File: src/rtl/axis_pkg.sv
// Shared definitions for the stream-to-AXI write packer: FSM encoding,
// width-ratio helpers and the beat buffer entry layout {end, last, strb, data}.
package axis_pkg;

  typedef enum logic [1:0] {
    ST_IDLE,
    ST_LOAD,
    ST_ACTIVE
  } state_t;

  function automatic int ratio_of(input int axi_dw, input int dw);
    return axi_dw / dw;
  endfunction

  // Lane index needs at least one bit even when RATIO is 1.
  function automatic int idx_width(input int ratio);
    return (ratio > 1) ? $clog2(ratio) : 1;
  endfunction

  function automatic int strb_lsb(input int axi_dw);
    return axi_dw;
  endfunction

  function automatic int last_bit(input int axi_dw);
    return axi_dw + axi_dw / 8;
  endfunction

  function automatic int end_bit(input int axi_dw);
    return axi_dw + axi_dw / 8 + 1;
  endfunction

  function automatic int entry_width(input int axi_dw);
    return axi_dw + axi_dw / 8 + 2;
  endfunction

endpackage

File: src/rtl/axis_write_pack_if.sv
// Command, input-stream and AXI W channel bundle for axis_write_pack.
// master: the packer (drives the W channel); slave: the surrounding system.
interface axis_write_pack_if #(
  parameter int CFG_DWIDTH     = 32,
  parameter int AXI_DATA_WIDTH = 64,
  parameter int DATA_WIDTH     = 32
);
  logic [CFG_DWIDTH-1:0]       cfg_length;
  logic                        cfg_val;
  logic                        cfg_rdy;
  logic [AXI_DATA_WIDTH-1:0]   axi_wdata;
  logic [AXI_DATA_WIDTH/8-1:0] axi_wstrb;
  logic                        axi_wlast;
  logic                        axi_wvalid;
  logic                        axi_wready;
  logic [DATA_WIDTH-1:0]       data;
  logic                        valid;
  logic                        ready;
  logic                        done;

  modport master (
    input  cfg_length, cfg_val, axi_wready, data, valid,
    output cfg_rdy, axi_wdata, axi_wstrb, axi_wlast, axi_wvalid, ready, done
  );

  modport slave (
    output cfg_length, cfg_val, axi_wready, data, valid,
    input  cfg_rdy, axi_wdata, axi_wstrb, axi_wlast, axi_wvalid, ready, done
  );
endinterface

File: src/rtl/axis_fifo.sv
// Show-ahead synchronous FIFO with a registered almost-full flag that already
// reflects the push/pop happening at the current edge.
module axis_fifo #(
  parameter int WIDTH     = 8,
  parameter int AWIDTH    = 2,
  parameter int AF_MARGIN = 0
) (
  input  logic             clk,
  input  logic             rst_n,
  input  logic             wr,
  input  logic [WIDTH-1:0] din,
  input  logic             rd,
  output logic [WIDTH-1:0] dout,
  output logic             empty,
  output logic             afull
);
  localparam int DEPTH = 1 << AWIDTH;

  logic [WIDTH-1:0]  mem [DEPTH];
  logic [AWIDTH-1:0] wr_ptr, rd_ptr;
  logic [AWIDTH:0]   cnt, cnt_nxt;
  logic              wr_en, rd_en;

  assign empty = (cnt == '0);
  assign rd_en = rd && !empty;
  // A push into a full FIFO is accepted when a pop frees the slot at the same edge.
  assign wr_en = wr && ((cnt != (AWIDTH+1)'(DEPTH)) || rd_en);
  assign dout  = mem[rd_ptr];

  // NOTE: combinational blocks use blocking '=' and assign a default first so no latch is inferred.
  always_comb begin
    cnt_nxt = cnt;
    if (wr_en && !rd_en)      cnt_nxt = cnt + (AWIDTH+1)'(1);
    else if (rd_en && !wr_en) cnt_nxt = cnt - (AWIDTH+1)'(1);
  end

  // NOTE: sequential state uses non-blocking '<=' so every register samples pre-edge values.
  always_ff @(posedge clk or negedge rst_n) begin
    if (!rst_n) begin
      wr_ptr <= '0;
      rd_ptr <= '0;
      cnt    <= '0;
      afull  <= 1'b0;
    end else begin
      if (wr_en) wr_ptr <= wr_ptr + AWIDTH'(1);
      if (rd_en) rd_ptr <= rd_ptr + AWIDTH'(1);
      cnt   <= cnt_nxt;
      afull <= (cnt_nxt >= (AWIDTH+1)'(DEPTH - AF_MARGIN));
    end
  end

  // NOTE: storage is not reset; pointers and count define what is valid.
  always_ff @(posedge clk) begin
    if (wr_en) mem[wr_ptr] <= din;
  end

endmodule

File: src/rtl/axis_write_pack.sv
// Packs a narrow word stream into wide AXI W beats with strobes for a partial
// final beat, wlast every 2^AXI_LEN_WIDTH beats, and a done pulse per transfer.
module axis_write_pack
  import axis_pkg::*;
#(
  parameter int BUF_AWIDTH     = 4,
  parameter int CMD_AWIDTH     = 2,
  parameter int CFG_DWIDTH     = 32,
  parameter int AXI_LEN_WIDTH  = 4,
  parameter int AXI_DATA_WIDTH = 64,
  parameter int DATA_WIDTH     = 32
) (
  input logic                clk,
  input logic                rst_n,
  axis_write_pack_if.master  bus
);
  localparam int RATIO     = ratio_of(AXI_DATA_WIDTH, DATA_WIDTH);
  localparam int IDX_W     = idx_width(RATIO);
  localparam int STRB_W    = AXI_DATA_WIDTH / 8;
  localparam int LANE_STRB = DATA_WIDTH / 8;
  localparam int ENT_W     = entry_width(AXI_DATA_WIDTH);
  localparam int STRB_LSB  = strb_lsb(AXI_DATA_WIDTH);
  localparam int LAST_BIT  = last_bit(AXI_DATA_WIDTH);
  localparam int END_BIT   = end_bit(AXI_DATA_WIDTH);

  state_t                    state;
  logic [CFG_DWIDTH-1:0]     len_q, words;
  logic [IDX_W-1:0]          idx;
  logic [AXI_LEN_WIDTH-1:0]  beat_cnt;
  logic [AXI_DATA_WIDTH-1:0] lane_data, beat_data;
  logic [STRB_W-1:0]         beat_strb;
  logic                      run_q;

  logic                      cmd_rd, cmd_empty, cmd_afull;
  logic [CFG_DWIDTH-1:0]     cmd_dout;
  logic                      buf_empty, buf_afull, push, pop;
  logic [ENT_W-1:0]          buf_din, buf_dout;
  logic                      accept, final_word, lane_full;

  assign cmd_rd     = (state == ST_IDLE) && !cmd_empty;
  assign bus.ready  = (state == ST_ACTIVE) && !buf_afull;
  assign accept     = bus.valid && bus.ready;
  assign final_word = (words == CFG_DWIDTH'(1));
  assign lane_full  = (idx == IDX_W'(RATIO - 1));
  assign push       = accept && (lane_full || final_word);

  axis_fifo #(.WIDTH(CFG_DWIDTH), .AWIDTH(CMD_AWIDTH)) u_cmd_q (
    .clk(clk), .rst_n(rst_n),
    .wr(bus.cfg_val && bus.cfg_rdy), .din(bus.cfg_length),
    .rd(cmd_rd), .dout(cmd_dout), .empty(cmd_empty), .afull(cmd_afull)
  );

  // The completing word is merged straight into the beat so it is pushed at its own accept edge.
  always_comb begin
    beat_data = lane_data;
    beat_data[int'(idx)*DATA_WIDTH +: DATA_WIDTH] = bus.data;
    for (int i = 0; i < RATIO; i++) begin
      beat_strb[i*LANE_STRB +: LANE_STRB] = (i <= int'(idx)) ? '1 : '0;
    end
  end

  assign buf_din = {final_word, final_word || (&beat_cnt), beat_strb, beat_data};

  axis_fifo #(.WIDTH(ENT_W), .AWIDTH(BUF_AWIDTH)) u_beat_buf (
    .clk(clk), .rst_n(rst_n),
    .wr(push), .din(buf_din),
    .rd(pop), .dout(buf_dout), .empty(buf_empty), .afull(buf_afull)
  );

  always_ff @(posedge clk or negedge rst_n) begin
    if (!rst_n) begin
      state     <= ST_IDLE;
      len_q     <= '0;
      words     <= '0;
      idx       <= '0;
      beat_cnt  <= '0;
      lane_data <= '0;
      run_q     <= 1'b0;
    end else begin
      run_q <= 1'b1;
      case (state)
        ST_IDLE: begin
          if (!cmd_empty) begin
            len_q <= cmd_dout;
            state <= ST_LOAD;
          end
        end
        ST_LOAD: begin
          words     <= len_q;
          idx       <= '0;
          beat_cnt  <= '0;
          lane_data <= '0;
          state     <= (len_q == '0) ? ST_IDLE : ST_ACTIVE;
        end
        ST_ACTIVE: begin
          if (accept) begin
            words <= words - CFG_DWIDTH'(1);
            if (push) begin
              idx       <= '0;
              lane_data <= '0;
              beat_cnt  <= beat_cnt + AXI_LEN_WIDTH'(1);
            end else begin
              idx <= idx + IDX_W'(1);
              lane_data[int'(idx)*DATA_WIDTH +: DATA_WIDTH] <= bus.data;
            end
            if (final_word) state <= ST_IDLE;
          end
        end
        default: state <= ST_IDLE;
      endcase
    end
  end

  // Payload is masked while no beat is presented so the bus reads zero when idle or in reset.
  assign bus.axi_wvalid = !buf_empty;
  assign pop            = bus.axi_wvalid && bus.axi_wready;
  assign bus.axi_wdata  = bus.axi_wvalid ? buf_dout[AXI_DATA_WIDTH-1:0] : '0;
  assign bus.axi_wstrb  = bus.axi_wvalid ? buf_dout[STRB_LSB +: STRB_W] : '0;
  assign bus.axi_wlast  = bus.axi_wvalid && buf_dout[LAST_BIT];
  assign bus.done       = pop && buf_dout[END_BIT];
  assign bus.cfg_rdy    = run_q && !cmd_afull;

endmodule

File: src/flat_wrapper.sv
// flat-port wrapper written by rule: the top's interface ports become plain ports
module axis_write_pack_flat import axis_pkg::*;
#(
  parameter int BUF_AWIDTH     = 4,
  parameter int CMD_AWIDTH     = 2,
  parameter int CFG_DWIDTH     = 32,
  parameter int AXI_LEN_WIDTH  = 4,
  parameter int AXI_DATA_WIDTH = 64,
  parameter int DATA_WIDTH     = 32
)
  (clk, rst_n, bus_cfg_length, bus_cfg_val, bus_axi_wready, bus_data, bus_valid, bus_cfg_rdy, bus_axi_wdata, bus_axi_wstrb, bus_axi_wlast, bus_axi_wvalid, bus_ready, bus_done);
  axis_write_pack_if #(.CFG_DWIDTH(CFG_DWIDTH), .AXI_DATA_WIDTH(AXI_DATA_WIDTH), .DATA_WIDTH(DATA_WIDTH)) bus_i ();
  input logic clk;
  input logic rst_n;
  input wire logic [$bits(bus_i.cfg_length)-1:0] bus_cfg_length;
  input wire logic [$bits(bus_i.cfg_val)-1:0] bus_cfg_val;
  input wire logic [$bits(bus_i.axi_wready)-1:0] bus_axi_wready;
  input wire logic [$bits(bus_i.data)-1:0] bus_data;
  input wire logic [$bits(bus_i.valid)-1:0] bus_valid;
  output wire logic [$bits(bus_i.cfg_rdy)-1:0] bus_cfg_rdy;
  output wire logic [$bits(bus_i.axi_wdata)-1:0] bus_axi_wdata;
  output wire logic [$bits(bus_i.axi_wstrb)-1:0] bus_axi_wstrb;
  output wire logic [$bits(bus_i.axi_wlast)-1:0] bus_axi_wlast;
  output wire logic [$bits(bus_i.axi_wvalid)-1:0] bus_axi_wvalid;
  output wire logic [$bits(bus_i.ready)-1:0] bus_ready;
  output wire logic [$bits(bus_i.done)-1:0] bus_done;
  assign bus_i.cfg_length = bus_cfg_length;
  assign bus_i.cfg_val = bus_cfg_val;
  assign bus_i.axi_wready = bus_axi_wready;
  assign bus_i.data = bus_data;
  assign bus_i.valid = bus_valid;
  assign bus_cfg_rdy = bus_i.cfg_rdy;
  assign bus_axi_wdata = bus_i.axi_wdata;
  assign bus_axi_wstrb = bus_i.axi_wstrb;
  assign bus_axi_wlast = bus_i.axi_wlast;
  assign bus_axi_wvalid = bus_i.axi_wvalid;
  assign bus_ready = bus_i.ready;
  assign bus_done = bus_i.done;
  axis_write_pack #(.BUF_AWIDTH(BUF_AWIDTH), .CMD_AWIDTH(CMD_AWIDTH), .CFG_DWIDTH(CFG_DWIDTH), .AXI_LEN_WIDTH(AXI_LEN_WIDTH), .AXI_DATA_WIDTH(AXI_DATA_WIDTH), .DATA_WIDTH(DATA_WIDTH)) u_core (.clk(clk), .rst_n(rst_n), .bus(bus_i));
endmodule
File: config.mk
export PLATFORM = sky130hd
export DESIGN_NAME = axis_write_pack_flat
export DESIGN_NICKNAME = d
export VERILOG_FILES = /design/src/rtl/axis_pkg.sv /design/src/rtl/axis_write_pack_if.sv /design/src/rtl/axis_fifo.sv /design/src/rtl/axis_write_pack.sv /design/src/flat_wrapper.sv
export SDC_FILE = /design/constraint.sdc
export NUM_CORES = 2
export LEC_CHECK = 0
export ABC_AREA = 1
export ABC_CLOCK_PERIOD_IN_PS = 13900
export CAP_MARGIN = 10
export CORE_ASPECT_RATIO = 0.8
export CORE_MARGIN = 2
export CORE_UTILIZATION = 40
export CTS_CLUSTER_DIAMETER = 100
export DETAILED_ROUTE_END_ITERATION = 10
export PLACE_DENSITY = 0.52
export SLEW_MARGIN = 30
export SYNTH_ARGS = -nofsm -noshare
export SYNTH_HDL_FRONTEND = slang
export SYNTH_SLANG_ARGS = --single-unit
File: constraint.sdc
create_clock -name clk -period 13.9 [get_ports clk]
set_input_delay 2.085 -clock clk [delete_from_list [all_inputs] [get_ports clk]]
set_output_delay 2.085 -clock clk [all_outputs]
set_load 0.1 [all_outputs]
==> results.sh <==
export IMPL_status="complete, no violations"
export IMPL_syn_nets=4557
export IMPL_synth_area_leader_cell="edfxtp_1"
export IMPL_dpl_hpwl_um=81500
export IMPL_wl_per_cell_um=24.0
export IMPL_ys_types=48
export IMPL_syn_avg_cell_area_um2=12.5
export IMPL_die_w_um=422
export IMPL_ant_nets=0
export IMPL_arrival_ns=5.48
export IMPL_fin_util_pct=45.9
export IMPL_rows=122
export IMPL_cts_made_buffers=142
export IMPL_crit_buf_inv=3
export IMPL_final_hold_viol_count=0
export IMPL_drc_errors=0
export IMPL_yosysTopAreaCellShare_pct=64.5
export IMPL_tns_ns=0
export IMPL_cp_slowest_cell="clkdlybuf4s50_1"
export IMPL_ys_flop_type="edfxtp_1"
export IMPL_seq_area_frac_synth_pct=71.5
export IMPL_clk_pin_slew_worst_paths_ns=0.06
export IMPL_critical_path_required_ns=11.81
export IMPL_cts_sink_count=1356
export IMPL_maxCapViolCount=0
export IMPL_ys_top_cells_by_count="1200 x edfxtp_1, 804 x nor2_1, 651 x o21ai_0"
export IMPL_fin_crit_ns=7.57
export IMPL_crit_fanout=111
export IMPL_async_reset_ff_share_pct=11.5
export IMPL_dieArea_um2=143000
export IMPL_clk_path_buf_depth=3
export IMPL_yosys_warnings=0
export IMPL_use_met2_pct=34.2
export IMPL_crit_family="buffers and inverters"
export IMPL_fin_crit_sh_pct=54.4
export IMPL_antenna_found_initial=2
export IMPL_io_pin_count=146
export IMPL_drive_above_1_share_pct=10.5
export IMPL_finalWeightedCongestion=0.757
export IMPL_maxSlewHeadroom_pct=32.0
export IMPL_clock_latency_ns=0.78
export IMPL_vdd_drop_max_v=0.000409
export IMPL_synthCells=4466
export IMPL_grt_pass1_wl_um=233000
export IMPL_fillers=12530
export IMPL_endpoint_kind="primary output"
export IMPL_htree_levels=4
export IMPL_ys_ff_latch=1356
export IMPL_drv_slew=0
export IMPL_path_cells="inv_8 > buf_4 > o21ai_0 > o22ai_1 > o211ai_1 > a21oi_1 > clkdlybuf4s50_1"
export IMPL_synth_edf_count=1200
export IMPL_gr_usage_met3_pct=2.54
export IMPL_drt_wl_total_um=157000
export IMPL_gr_total_overflow=0
export IMPL_grt_max_degree=274
export IMPL_hp_class="reg -> reg"
export IMPL_areaGrowthSynthToFinish_pct=13.8
export IMPL_drt_iter0_markers=3577
export IMPL_viasPerCell=5.47
export IMPL_fmax_ghz=0.132
export IMPL_dr_total_vias=35707
export IMPL_netlist_top_cells_area="edfxtp_1 64%, dfrtp_1 7.0%, o21ai_0 5.8%, nor2_1 5.4%, nand2_1 2.5%"
export IMPL_post_cts_buffers=0
export IMPL_power_leakage_nw=21.4
export IMPL_dr_pass1_iters=5
export IMPL_initial_core_util_pct=40.4
export IMPL_synth_cell_area_um2=55900
export IMPL_holdBufCountCts=0
export IMPL_fp_coreArea_um2=138000
export IMPL_rsz0062_at_grt="no"
export IMPL_cts_tree="yes"
export IMPL_cp_start_kind="flop"
export IMPL_tightest_slew_ns=1.02
export IMPL_slowest_delay_ns=1.24
export IMPL_die_height_um=338
export IMPL_gr_usage_met1_pct=31.5
export IMPL_post_cts_resized=0
export IMPL_powerDensity_nw_per_um2=249
export IMPL_skew_ns=0.0303
export IMPL_nets=4644
export IMPL_busiest_layer="met2"
export IMPL_grt_pass1_vias=34297
export IMPL_track_usage_pct=21.7
export IMPL_setup_viol=0
export IMPL_io_buffers=145
export IMPL_crit_type="reg -> out"
export IMPL_synth_most_common_cell="edfxtp_1"
export IMPL_ctsRootBufferMaster="clkbuf_16"
layout by cell type (no fill, tap or decap), types with 11 or more instances in the layout:
cell type        synthesis  routed
o32ai_1                 32      32
o22ai_1                 66      66
a21oi_1                 92      92
clkbuf_16                0     144
clkbuf_8                 0      11
clkbuf_1               154      35
o21ai_1                 96     109
buf_4                   32      98
clkdlybuf4s50_1          0     139
nand4_1                 13      13
o211ai_1               151     151
o221ai_1               114     114
ha_1                    22      22
nand3_1                 97      97
edfxtp_1              1200    1200
nand2_2                 14      14
o21ai_0                651     619
nand2_1                377     376
clkinv_1                 0      20
inv_1                  131     128
nor2_1                 804     784
dfrtp_1                156     149
nor2_4                   8      28
o21ai_2                 54      73
clkinv_2                 0      23
xor2_1                  19      19
logic make-up (layout without fill, tap and decap cells):
logic type | count (synthesis) | count (layout) | synth area share, %
XOR/XNOR | 20 | 20 | 0.314
multiplexers | 1 | 1 | 0.0179
buffers and inverters | 458 | 660 | 4.38
AO/OA/AOI/OAI | 1269 | 1269 | 13.6
other | 1 | 2 | 0.00671
flip-flops | 1356 | 1356 | 71.5
AND/OR/NAND/NOR | 1339 | 1339 | 9.66
adder cells (fa/ha/maj) | 22 | 22 | 0.493
flip-flops by register name, summed over array words and instances (netlist names), named ones only:
register,count
u_core.beat_cnt,4
u_core.idx,1
u_core.lane_data,64
u_core.len_q,32
u_core.run_q,1
u_core.state,2
u_core.u_beat_buf.cnt,1
u_core.u_beat_buf.mem,1072
u_core.u_beat_buf.rd_ptr,4
u_core.u_beat_buf.wr_ptr,4
u_core.u_cmd_q.cnt,1
u_core.u_cmd_q.mem,128
u_core.u_cmd_q.rd_ptr,2
u_core.u_cmd_q.wr_ptr,2
u_core.words,32
worst register-to-register path, delay by kind of cell, from the launching register on:
kind                       cells  cell delay (ns)
buffers and inverters          6             2.47
and+or+nand+nor                6             1.85
adders and majority gates      1             0.15
DFF                            1             0.39
metrics by stage:
step / worst slack [ns] / total power, mW / area, um^2 / std cells / hold slack [ns]
after floorplan: 7.79 / 10.3 / 55900 / 4466 / 0.453
after global placement: 6.70 / 12.1 / 58800 / 6263 / 0.463
after detailed placement: 6.72 / 12.2 / 59000 / 6269 / 0.467
after CTS: 5.89 / 15.9 / 63500 / 6528 / 0.482
after global routing: 6.12 / 16.6 / 63600 / 6528 / 0.493
final: 6.33 / 15.8 / 63600 / 6529 / 0.483
final timing paths:
| check | cells after the start | from | slack [ns] | endpoint |
|---|---|---|---|---|
| min | 2 | u_core.lane_data[46]$_DFFE_PN0P_ | 0.48 | u_core.lane_data[46]$_DFFE_PN0P_ |
| max reg2reg | 13 | u_core.state[0]$_DFFE_PN0P_ | 8.62 | u_core.u_beat_buf.mem[6][69]$_DFFE_PP_ |
| min reg2reg | 2 | u_core.lane_data[46]$_DFFE_PN0P_ | 0.48 | u_core.lane_data[46]$_DFFE_PN0P_ |
| max in group asynchronous | 3 | rst_n | 10.77 | u_core.u_cmd_q.rd_ptr[0]$_DFFE_PN0P_ |
| min in group asynchronous | 1 | rst_n | 1.35 | u_core.lane_data[62]$_DFFE_PN0P_ |
| max | 7 | u_core.u_beat_buf.rd_ptr[1]$_DFFE_PN0N_ | 6.33 | bus_axi_wdata[21] |
report_power, final:
group | leakage (nW) | total [mW] | internal (mW) | switching [mW]
logic | 6.30 | 6.50 | 1.52 | 4.98
registers | 12.9 | 5.56 | 5.25 | 0.303
clock network | 2.23 | 3.75 | 2.16 | 1.60
total | 21.4 | 15.8 | 8.93 | 6.88
layer usage:
metal	part of all wire, %	wire length [um]
met1	47	73100
met4	2.4	3780
met3	4.8	7580
met2	46	72200
met5	0.0064	10
cell type report:
cell class | instances | area [um^2] | area share [%]
inverter | 142 | 578 | 0.909
clock buffer | 189 | 3870 | 6.09
sequential | 1356 | 40000 | 62.8
tap | 1860 | 2330 | 3.66
clock inverter | 70 | 693 | 1.09
antenna | 1 | 2.50 | 0.00394
multi-input combinational | 2652 | 13700 | 21.6
timing repair buffer | 259 | 2430 | 3.82
(Power assumes the default switching activity.)
